$ cat src/rtl/core_ctrl.sv
`default_nettype none
// ============================================================================
// Module   : core_ctrl
// Brief    : Instruction sequencer for one core. Takes a start pulse and a
//            valid/ready stream of Q then K vectors, and issues the inst word
//            and mem_in for one tile: qmem/kmem fill, kernel load, execute,
//            drain, SFP accumulate, normalise-and-write to pmem.
// Revision : 1.0 - initial release
// ============================================================================
module core_ctrl #(
   parameter int BW        = 8,   // bits per element
   parameter int PR        = 8,   // elements per vector
   parameter int LEN       = 8,   // vectors per tile, 1..16
   parameter int DRAIN_CYC = 16   // idle cycles before the first ofifo read, >= 1
) (
   input  logic               clk,
   input  logic               reset,
   input  logic               start,
   input  logic               in_valid,
   input  logic [PR*BW-1:0]   in_data,
   output logic               in_ready,
   output logic [PR*BW-1:0]   mem_in,
   output logic [19:0]        inst,
   output logic               busy,
   output logic               done,
   output logic [2:0]         phase
);

   typedef enum logic [2:0] {
      S_IDLE  = 3'd0,
      S_QLOAD = 3'd1,
      S_KLOAD = 3'd2,
      S_KMAC  = 3'd3,
      S_EXEC  = 3'd4,
      S_DRAIN = 3'd5,
      S_ACC   = 3'd6,
      S_NORM  = 3'd7
   } state_t;

   // Counter compare points; cnt is 5 bits so the extra latency cycle at
   // LEN=16 and drain lengths up to 32 both fit.
   localparam logic [4:0] c_len_last   = 5'(LEN - 1);
   localparam logic [4:0] c_len        = 5'(LEN);
   localparam logic [4:0] c_drain_last = 5'(DRAIN_CYC - 1);

   // inst bit positions
   localparam int c_sfp_pmem_wr = 19;
   localparam int c_acc         = 18;
   localparam int c_div         = 17;
   localparam int c_ofifo_rd    = 16;
   localparam int c_execute     = 7;
   localparam int c_kernel_load = 6;
   localparam int c_qmem_rd     = 5;
   localparam int c_qmem_wr     = 4;
   localparam int c_kmem_rd     = 3;
   localparam int c_kmem_wr     = 2;
   localparam int c_pmem_wr     = 0;

   state_t              r_state;
   logic [4:0]          r_cnt;
   logic [19:0]         r_inst;
   logic [PR*BW-1:0]    r_mem_in;
   logic                r_busy;
   logic                r_done;

   state_t              w_state;
   logic [4:0]          w_cnt;
   logic [19:0]         w_inst;
   logic [PR*BW-1:0]    w_mem_in;
   logic                w_done;
   logic                w_beat;

   // The stream is only open while filling the two input memories
   assign in_ready = (r_state == S_QLOAD) || (r_state == S_KLOAD);
   assign w_beat   = in_valid & in_ready;

   assign inst   = r_inst;
   assign mem_in = r_mem_in;
   assign busy   = r_busy;
   assign done   = r_done;
   assign phase  = r_state;

   // Next-state and next-output decode; everything defaults to idle values
   always_comb begin
      w_state  = r_state;
      w_cnt    = r_cnt;
      w_inst   = '0;
      w_mem_in = '0;
      w_done   = 1'b0;
      case (r_state)
         S_IDLE: begin
            if (start) begin
               w_state = S_QLOAD;
               w_cnt   = '0;
            end
         end
         S_QLOAD: begin
            if (w_beat) begin
               w_inst[c_qmem_wr] = 1'b1;
               w_inst[15:12]     = r_cnt[3:0];
               w_mem_in          = in_data;
               if (r_cnt == c_len_last) begin
                  w_state = S_KLOAD;
                  w_cnt   = '0;
               end else begin
                  w_cnt = r_cnt + 5'd1;
               end
            end
         end
         S_KLOAD: begin
            if (w_beat) begin
               w_inst[c_kmem_wr] = 1'b1;
               w_inst[15:12]     = r_cnt[3:0];
               w_mem_in          = in_data;
               if (r_cnt == c_len_last) begin
                  w_state = S_KMAC;
                  w_cnt   = '0;
               end else begin
                  w_cnt = r_cnt + 5'd1;
               end
            end
         end
         S_KMAC: begin
            // Kernel-load select stays up one extra cycle for the SRAM read latency
            w_inst[c_kernel_load] = 1'b1;
            if (r_cnt < c_len) begin
               w_inst[c_kmem_rd] = 1'b1;
               w_inst[15:12]     = r_cnt[3:0];
               w_cnt             = r_cnt + 5'd1;
            end else begin
               w_state = S_EXEC;
               w_cnt   = '0;
            end
         end
         S_EXEC: begin
            // Execute stays up one extra cycle for the last qmem read
            w_inst[c_execute] = 1'b1;
            if (r_cnt < c_len) begin
               w_inst[c_qmem_rd] = 1'b1;
               w_inst[15:12]     = r_cnt[3:0];
               w_cnt             = r_cnt + 5'd1;
            end else begin
               w_state = S_DRAIN;
               w_cnt   = '0;
            end
         end
         S_DRAIN: begin
            if (r_cnt == c_drain_last) begin
               w_state = S_ACC;
               w_cnt   = '0;
            end else begin
               w_cnt = r_cnt + 5'd1;
            end
         end
         S_ACC: begin
            w_inst[c_ofifo_rd] = 1'b1;
            w_inst[c_acc]      = 1'b1;
            if (r_cnt == c_len_last) begin
               w_state = S_NORM;
               w_cnt   = '0;
            end else begin
               w_cnt = r_cnt + 5'd1;
            end
         end
         S_NORM: begin
            // After the last pmem write, one closing edge raises done and idles
            if (r_cnt < c_len) begin
               w_inst[c_div]         = 1'b1;
               w_inst[c_sfp_pmem_wr] = 1'b1;
               w_inst[c_pmem_wr]     = 1'b1;
               w_inst[11:8]          = r_cnt[3:0];
               w_cnt                 = r_cnt + 5'd1;
            end else begin
               w_done  = 1'b1;
               w_state = S_IDLE;
               w_cnt   = '0;
            end
         end
         default: begin
            w_state = S_IDLE;
            w_cnt   = '0;
         end
      endcase
   end

   // State, counter and registered outputs; reset abandons any tile in flight
   always_ff @(posedge clk or posedge reset) begin
      if (reset) begin
         r_state  <= S_IDLE;
         r_cnt    <= '0;
         r_inst   <= '0;
         r_mem_in <= '0;
         r_busy   <= 1'b0;
         r_done   <= 1'b0;
      end else begin
         r_state  <= w_state;
         r_cnt    <= w_cnt;
         r_inst   <= w_inst;
         r_mem_in <= w_mem_in;
         r_busy   <= (w_state != S_IDLE);
         r_done   <= w_done;
      end
   end

endmodule
`default_nettype wire

$ cat config.mk
export PLATFORM = sky130hd
export DESIGN_NAME = core_ctrl
export DESIGN_NICKNAME = d
export VERILOG_FILES = /design/src/rtl/core_ctrl.sv
export SDC_FILE = /design/constraint.sdc
export NUM_CORES = 1
export LEC_CHECK = 0
export ABC_CLOCK_PERIOD_IN_PS = 8500
export BUFFER_PORTS_ARGS = -buffer_cell sky130_fd_sc_hd__clkbuf_2
export CORE_UTILIZATION = 45
export DETAILED_ROUTE_END_ITERATION = 7
export PLACE_DENSITY = 0.79
export SYNTH_ARGS = -nofsm -noshare
export SYNTH_HDL_FRONTEND = slang
export SYNTH_SLANG_ARGS = --single-unit
$ cat constraint.sdc
create_clock -name clk -period 8.5 [get_ports clk]
set_input_delay 1.275 -clock clk [delete_from_list [all_inputs] [get_ports clk]]
set_output_delay 1.275 -clock clk [all_outputs]
set_load 0.01 [all_outputs]
Word level (Yosys, flattened, before mapping). Cells that the tools add are included.

Multiplexer cells: 35. Bitwise logic cells: 1. $add $sub $neg: 1. Equality and inequality tests: 11. Order comparisons: 1. Reductions and logical operators: 7.

Operators with widths (number): 2-to-1 mux 64 bit (2); 2-to-1 mux 3 bit (10); 2-to-1 mux 5 bit (5); case mux 5 bit (5 select lines) (1); case mux 3 bit (8 select lines) (1); == test 3 bit, second input constant (4); 2-to-1 mux 1 bit (12); 2-to-1 mux 4 bit (3); case mux 4 bit (2 select lines) (1); == test 3 x 2 -> 1 bit, second input constant (2); adder 5 x 1 -> 5 bit, second input constant (1); == test 5 x 3 -> 1 bit, second input constant (1); == test 5 x 4 -> 1 bit, second input constant (1); < comparator 5 x 4 -> 1 bit, second input constant (1); OR reduction 2 bit (2); == test 3 x 1 -> 1 bit, second input constant (1); logical NOT 3 bit (1); nonzero test 3 bit (1); OR reduction 3 bit (1); != test 2 x 1 -> 1 bit, second input constant (1); != test 2 bit, second input constant (1); AND reduction 2 bit (1); bitwise AND 1 bit (1); logical OR 1 bit (1).

Logic and storage cells: 62. Output and inout bits: 90. Register bits after elaboration: 93. Input bits: 68.

Depth between registers and ports, before layout. Gate-level depths: netlist of run 1.

Depth after elaboration: 6. Mapped depth: 8.

Worst setup path before layout of run 1. No wires, ideal clock.

Kind: input -> register. Start point: input port in_valid. End point: register r_cnt[3]. Setup time: 0.124 ns. Arrival: 2.096 ns. Buffers on the path: 0. Path slack: 6.280 ns. Stages on the path: 4. Cells stage by stage: maj3_1 nor2_2 a2111oi_0 a211o_1.

Word-level cells in the longest chain between the ends: 3.

RTL lines: from (decl) (line 19) `input logic in_valid,`; bitwise AND 1 bit (line 75) `assign w_beat = in_valid & in_ready;`; != test 2 x 1 -> 1 bit (no source line); AND reduction 2 bit (no source line); to (signal assigned) (line 197) `r_cnt <= w_cnt;`; to (decl) (line 60) `logic [4:0] r_cnt;`.

No other way between the ends. A chain may end at the register's enable or synchronous reset.

Final worst setup path of run 1.
Start point: register r_state[1] (netlist: phase[1]). End point: output port in_ready.

Word-level cells in the longest chain between the ends: 2. Elaborated cells between the ends (all ways): 3. Classes of those cells: eq/ne: 2; reduce/logical: 1.

RTL lines: from (decl) (line 59) `state_t r_state;`; from (signal assigned) (line 196) `r_state <= w_state;`; == test 3 x 1 -> 1 bit or == test 3 x 2 -> 1 bit (tied branches) (line 74) `assign in_ready = (r_state == S_QLOAD) || (r_state == S_KLOAD);`; logical OR 1 bit * (line 74); to (decl) (line 21) `output logic in_ready,`.

Every way passes the cells marked *; elsewhere a longest branch is shown, timed or not.

==> summary.txt, run 1 <==
Run status
  – Status: complete, no violations

Synth
  – Post-synth EDFFs: 0
  – Post-synthesis sequential area ratio: 0.673
  – Ys Warns: 0
  – Synth Area in Compound Gates: 0.0598
  – Simple-gate share of the synthesized area: 0.200
  – Ys flop type: dfrtp_1
  – Post-Synth XOR/XNOR Area: 0.00524
  – Mux contribution to synthesized area: 0.00972
  – Synth Register Bits: 90
  – Synth Area in Adders: 0.0142
  – Cells after Synth: 262
  – Cell area after synthesis: 3350 um^2
  – Largest family of logic cells by synthesized area: simple AND/OR/NAND/NOR gates
  – Syn avg cell area: 12.8 um^2
  – Fraction of registers with async set/reset: 1.00
  – Unique masters post-synth: 47

Hold path
  – Hold path start: r_cnt[1]
  – Hold Path Class: flop to flop
  – Worst Hold Depth: 1
  – Hold EP: r_cnt[1]

Setup path
  – Worst path bufs/invs: 1
  – Worst Path Required: 7.22 ns
  – R2r setup slk: 6.27 ns
  – Critical-path top delay cell: dfrtp_1
  – Critical Path Stages: 3
  – Crit-path max FO: 24
  – Crit-path cells: xnor2_1, nor2_1, clkbuf_2
  – Crit Reg-Reg Startpoint: phase[1]
  – Max incr delay on CP: 0.81 ns
  – Delay-heaviest family, CP: flip-flops
  – Critical path type: flop to primary output
  – Arrival time at the worst endpoint: 1.70 ns
  – R2r worst-path depth: 3
  – CP endpoint kind: primary output
  – Worst reg2reg endpoint: mem_in[57]
  – Worst setup SP type: flop

Route
  – 1st-pass router iterations: 4
  – DRC: 0
  – Vias per inst: 4.65
  – WL/cell: 14.0 um
  – Post-DRT Antenna Nets: 0
  – Vias: 2,397
  – Iter 0 DRT Violations: 58
  – WL final: 7220 um

Die
  – Core area: 7210 um^2
  – Starting Density: 0.464
  – Top-Level Pins: 158
  – Site row count: 31
  – Vert. Die Dim: 88.2 um
  – Width of the die: 88.2 um
  – Die footprint: 7780 um^2

Clock network
  – Cts hold-fix bufs: 0
  – CTS root buf: clkbuf_8
  – Clk_lat worst skew: 0.35 ns
  – Postcts setup bufs: 0
  – Clock net sink count: 90
  – Clock edge transition at the registers on the reported setup and hold paths: 0.08 ns
  – Max clock buf depth: 2
  – Htree depth: 3
  – TritonCTS clock tree: built
  – Post-CTS sizing: 0
  – CTS Buf Count: 9

Layout
  – ANT cells: 0
  – Synthesis-to-finish area growth: 31.0%
  – Layout net count: 484
  – Share of layout cells above drive strength 1: 0.434
  – FILL cells: 607

GRT
  – Largest net degree at the start of global routing: 91
  – Global route overflow: 0
  – Number of global-route vias before repair: 2,139
  – GRT Total Usage: 0.185
  – Initial antenna violation count: 0
  – Global-route wire length before repair: 10,600 um

Timing
  – Period utilization: 0.350
  – Setup violations, final: 0
  – Least-Margin Pin Slew: 1.10 ns
  – Hold_ws: 0.585 ns
  – Final hold vios: 0
  – Fin. max-slew vios: 0
  – Relative slew slack: 0.269
  – Final min period: 2.97 ns
  – Setup TNS: 0 ns
  – Unrepaired setup endpoints after global routing: false
  – Clock skew: 0.0123 ns
  – Achievable Freq: 0.336 GHz

Power
  – Pleak: 2.43 nW
  – Worst VDD drop: 0.273 mV
  – Power Dens Cells: 305 nW/um^2

Placement
  – I/O Buffers: 156
  – Final GP Congestion: 0.890
  – Post-DP HPWL: 5150 um

Run
  – Max-cap viol count: 0
cells in the mapped netlist (3+ instances only):
library cell | instances | area [um^2]
dfrtp_1 | 90 | 2250
ha_1 | 3 | 37.5
a21oi_1 | 6 | 30.0
nor2b_1 | 6 | 37.5
and2_1 | 65 | 407
nor2_1 | 11 | 41.3
inv_1 | 6 | 22.5
buf_4 | 5 | 37.5
o21ai_0 | 3 | 15.0
nor3_1 | 6 | 30.0
buf_2 | 5 | 25.0
nand2_1 | 3 | 11.3
clkbuf_1 | 6 | 22.5
and3_1 | 3 | 18.8
nand2b_1 | 4 | 25.0
a211oi_1 | 3 | 22.5
nand3_1 | 3 | 15.0
kinds of logic after synthesis:
group | count (synthesis)
xor gates and xnor gates | 2
muxes | 3
other | 1
and+or+nand+nor | 110
DFF | 90
adders and majority gates | 4
buffers and inverters | 24
AOI/OAI and AO/OA | 28
placed cells by master (no fill, tap or decap), types with 2 or more instances in the layout:
master,count
nor2b_1,6
and3_1,3
inv_6,2
dfrtp_1,90
o21ai_0,3
bufinv_16,2
mux2_2,2
a21oi_1,6
clkbuf_2,156
a211oi_1,3
inv_1,5
xnor2_1,2
and2_1,65
nand2b_1,4
clkbuf_8,9
nor3_1,6
conb_1,2
a2111oi_0,2
nand2_1,3
clkinv_2,2
ha_1,3
nor2_2,2
nand3_1,3
nor2_1,10
per-layer routing:
metal,routed length [um],vias up,track usage
li1,-,1151,-
met3,504,9,0.0438
met1,2860,1145,0.223
met4,92,0,0.0777
met2,3760,92,0.318
met5,0,-,0
registers in the layout, summed over array words and instances (netlist names):
register and cells:
mem_in 64, phase 3, done 1, r_cnt 5
busy 1, inst 16
worst max-delay path by stage:
stage / start / to / slack (ns)
4_1_cts: phase[1] / in_ready / 5.55
3_3_place_gp: in_valid / mem_in[29] / 5.82
5_1_grt: phase[1] / in_ready / 5.40
2_1_floorplan: reset / busy / 4.89
3_5_place_dp: in_valid / mem_in[57] / 5.78
6_report: phase[1] / in_ready / 5.53
cell type report:
| cell class | instances | area, um^2 | area share |
|---|---|---|---|
| inverters | 6 | 23.8 | 0.00542 |
| repair buffers | 157 | 788 | 0.180 |
| clock inverters | 6 | 90.1 | 0.0206 |
| clock buffers | 9 | 124 | 0.0283 |
| multi-input cells | 149 | 981 | 0.224 |
| flip-flops and latches | 90 | 2250 | 0.514 |
| well taps | 99 | 124 | 0.0283 |
where the power goes:
group / internal, mW / switching, mW
Sequential: 0.526 / 0.0805
Clock: 0.166 / 0.145
Combinational: 0.186 / 0.235
Total: 0.878 / 0.461
through the flow:
step           total power [mW]  worst slack (ns)  instances  instance area, um^2   util
6_report                   1.34              5.53        516                 4380  0.608
5_1_grt                    1.43              5.40        516                 4380  0.608
4_1_cts                    1.36              5.55        516                 4380  0.608
3_5_place_dp               1.04              5.78        501                 4170  0.578
3_3_place_gp               1.03              5.82        501                 4170  0.578
2_1_floorplan             0.886              4.89        263                 3350      -
No activity file was read; power rests on OpenSTA's default activity.
==> run 2: changes to the inputs <==
--- a/config.mk
+++ b/config.mk
@@ -5,7 +5,7 @@
 export SDC_FILE = /design/constraint.sdc
 export NUM_CORES = 1
 export LEC_CHECK = 0
-export ABC_CLOCK_PERIOD_IN_PS = 8500
+export ABC_CLOCK_PERIOD_IN_PS = 3100
 export BUFFER_PORTS_ARGS = -buffer_cell sky130_fd_sc_hd__clkbuf_2
 export CORE_UTILIZATION = 45
 export DETAILED_ROUTE_END_ITERATION = 7
==> constraint.sdc (replaced) <==
create_clock -name clk -period 3.1 [get_ports clk]
set_input_delay 0.465 -clock clk [delete_from_list [all_inputs] [get_ports clk]]
set_output_delay 0.465 -clock clk [all_outputs]
set_load 0.01 [all_outputs]
==> run 2 against run 1 <==
Compared with the run above: count of clock-buffer cells in the layout grew 1; hold slack worse by 0.41 ns; non-clock buffer count increased by 1; clock skew shrank 0.0017 ns; flip-flop and latch count unchanged.
==> summary.txt, run 2 (synthesis gave the netlist of run 1 again) <==
Run status
  – Status: complete, no violations

Run
  – Max-cap viol count: 0 (unchanged)

Setup path
  – CP endpoint kind: primary output
  – Origin of the worst setup path: phase[1]
  – Worst reg2reg endpoint: r_cnt[2]
  – Worst Path Required: 2.63 ns (-4.59 ns)
  – Critical path type: flop to primary output
  – Crit Reg-Reg Startpoint: r_cnt[0]
  – R2r setup slk: 1.08 ns (-5.19 ns)
  – Crit path to: in_ready
  – Arrival time at the worst endpoint: 1.67 ns (-0.03 ns)
  – R2r worst-path depth: 8 (+5)
  – Worst setup SP type: flop
  – Crit-path max FO: 24 (unchanged)

Route
  – Iter 0 DRT Violations: 106 (+83%)
  – DRC: 0 (unchanged)
  – Post-DRT Antenna Nets: 0 (unchanged)
  – Vias per inst: 4.66 (+0.24%)
  – Vias: 2,412 (+0.63%)
  – 1st-pass router iterations: 4 (unchanged)
  – WL/cell: 13.9 um (-0.59%)
  – WL final: 7200 um (-0.21%)

Die
  – Width of the die: 88.2 um (unchanged)
  – Top-Level Pins: 158 (unchanged)
  – Starting Density: 0.464 (unchanged)
  – Site row count: 31 (unchanged)
  – Die footprint: 7780 um^2 (unchanged)
  – Vert. Die Dim: 88.2 um (unchanged)
  – Core area: 7210 um^2 (unchanged)

Clock network
  – Clk_lat worst skew: 0.34 ns (about the same)
  – Clock edge transition at the registers on the reported setup and hold paths: 0.09 ns (about the same)
  – CTS Buf Count: 9 (unchanged)
  – Clock net sink count: 90 (unchanged)
  – Max clock buf depth: 2 (unchanged)
  – TritonCTS clock tree: built
  – Post-CTS sizing: 0 (unchanged)
  – Postcts setup bufs: 0 (unchanged)
  – Htree depth: 3 (unchanged)
  – Cts hold-fix bufs: 0 (unchanged)
  – CTS root buf: clkbuf_8

Timing
  – Setup violations, final: 0 (unchanged)
  – Clock skew: 0.0106 ns (-0.00166 ns)
  – Setup TNS: 0 ns (unchanged)
  – Fin. max-slew vios: 0 (unchanged)
  – Period utilization: 0.689
  – Hold_ws: 0.171 ns (-0.414 ns)
  – Final hold vios: 0 (unchanged)
  – Least-Margin Pin Slew: 0.712 ns (-0.385 ns)
  – Unrepaired setup endpoints after global routing: false
  – Final min period: 2.14 ns
  – Relative slew slack: 0.525 (+0.257)
  – Achievable Freq: 0.468 GHz

Layout
  – ANT cells: 0 (unchanged)
  – Most frequent cells in the layout: clkbuf_2, dfrtp_1, and2_1
  – Synthesis-to-finish area growth: 30.5%
  – Commonest non-fill, non-tap cell in the layout: clkbuf_2
  – Final Instance Count excl. Fillers: 518 (+0.39%)
  – Max reg flops: 64 (unchanged)
  – Utilization after layout: 0.605 (-0.00243)
  – Share of layout cells above drive strength 1: 0.434 (about the same)
  – Layout net count: 485 (+0.21%)

GRT
  – Largest net degree at the start of global routing: 66 (-27%)
  – Initial antenna violation count: 0 (unchanged)
  – GRT Total Usage: 0.181 (-0.00430)
  – Global-route wire length before repair: 10,400 um (-2.2%)
  – Number of global-route vias before repair: 2,198 (+2.8%)
  – Global route overflow: 0 (unchanged)

Hold path
  – Hold Path Class: input port to asynchronous set/reset pin

Power
  – Pleak: 2.41 nW (-0.69%)
  – Power Total: 3.54 mW (+160%)
  – Worst VDD drop: 0.657 mV (+140%)
  – Power Dens Cells: 811 nW/um^2 (+170%)

Placement
  – Post-DP HPWL: 5190 um (+0.71%)
  – Dpl cells: 502 (+0.20%)
  – Final GP Congestion: 0.933 (+4.8%)
  – I/O Buffers: 156 (unchanged)
## run 2: cell count changes in the layout (fill, tap and decap cells not counted), sizes merged
cell | previous run | this run
clkinvlp | 1 | 3
buf | 1 | 2
clkbuf | 165 | 166
bufinv | 2 | 0
## run 2: worst min path at each step
stage                        start          to  slack, ns  cells past startpoint
after detailed placement     reset  mem_in[34]       0.57                      2
after global routing         reset  mem_in[34]       0.21                      2
after CTS                    reset   mem_in[3]       0.18                      2
after global placement    r_cnt[1]    r_cnt[1]       0.55                      1
final                        reset    inst[12]       0.17                      2
after floorplan           r_cnt[1]    inst[13]       0.53                      1
## run 2: worst max-delay path, stage by stage, from the launching register on
cell and delay, ns:
dfrtp_1 0.81, xnor2_1 0.25, nor2_1 0.13, clkbuf_2 0.15
## run 2: per-layer routing
layer,share of wire,global-route usage,wire [um],vias up
met2,0.52,0.320,3750,94
met3,0.070,0.0578,502,8
met4,0.012,0.0806,87,0
met5,0,0,0,-
li1,-,-,-,1155
met1,0.40,0.198,2860,1155
## run 2: layout make-up
cell class	instances	area, um^2
Clock buffer	10	128
Clock inverter	6	48.8
Fill cell	601	2850
Inverter	6	23.8
Multi-Input combinational cell	149	981
Sequential cell	90	2250
Tap cell	99	124
Timing Repair Buffer	158	808
## run 2: report_power, final
group / switching, mW / internal, mW
logic: 0.655 / 0.518
registers: 0.219 / 1.44
clock network: 0.407 / 0.298
## run 2: through the flow
stage / setup WS [ns] / instance area, um^2
6_report: 0.963 / 4370
5_1_grt: 0.843 / 4370
3_5_place_dp: 1.12 / 4190
4_1_cts: 0.940 / 4370
2_1_floorplan: 0.300 / 3350
3_3_place_gp: 1.19 / 4190
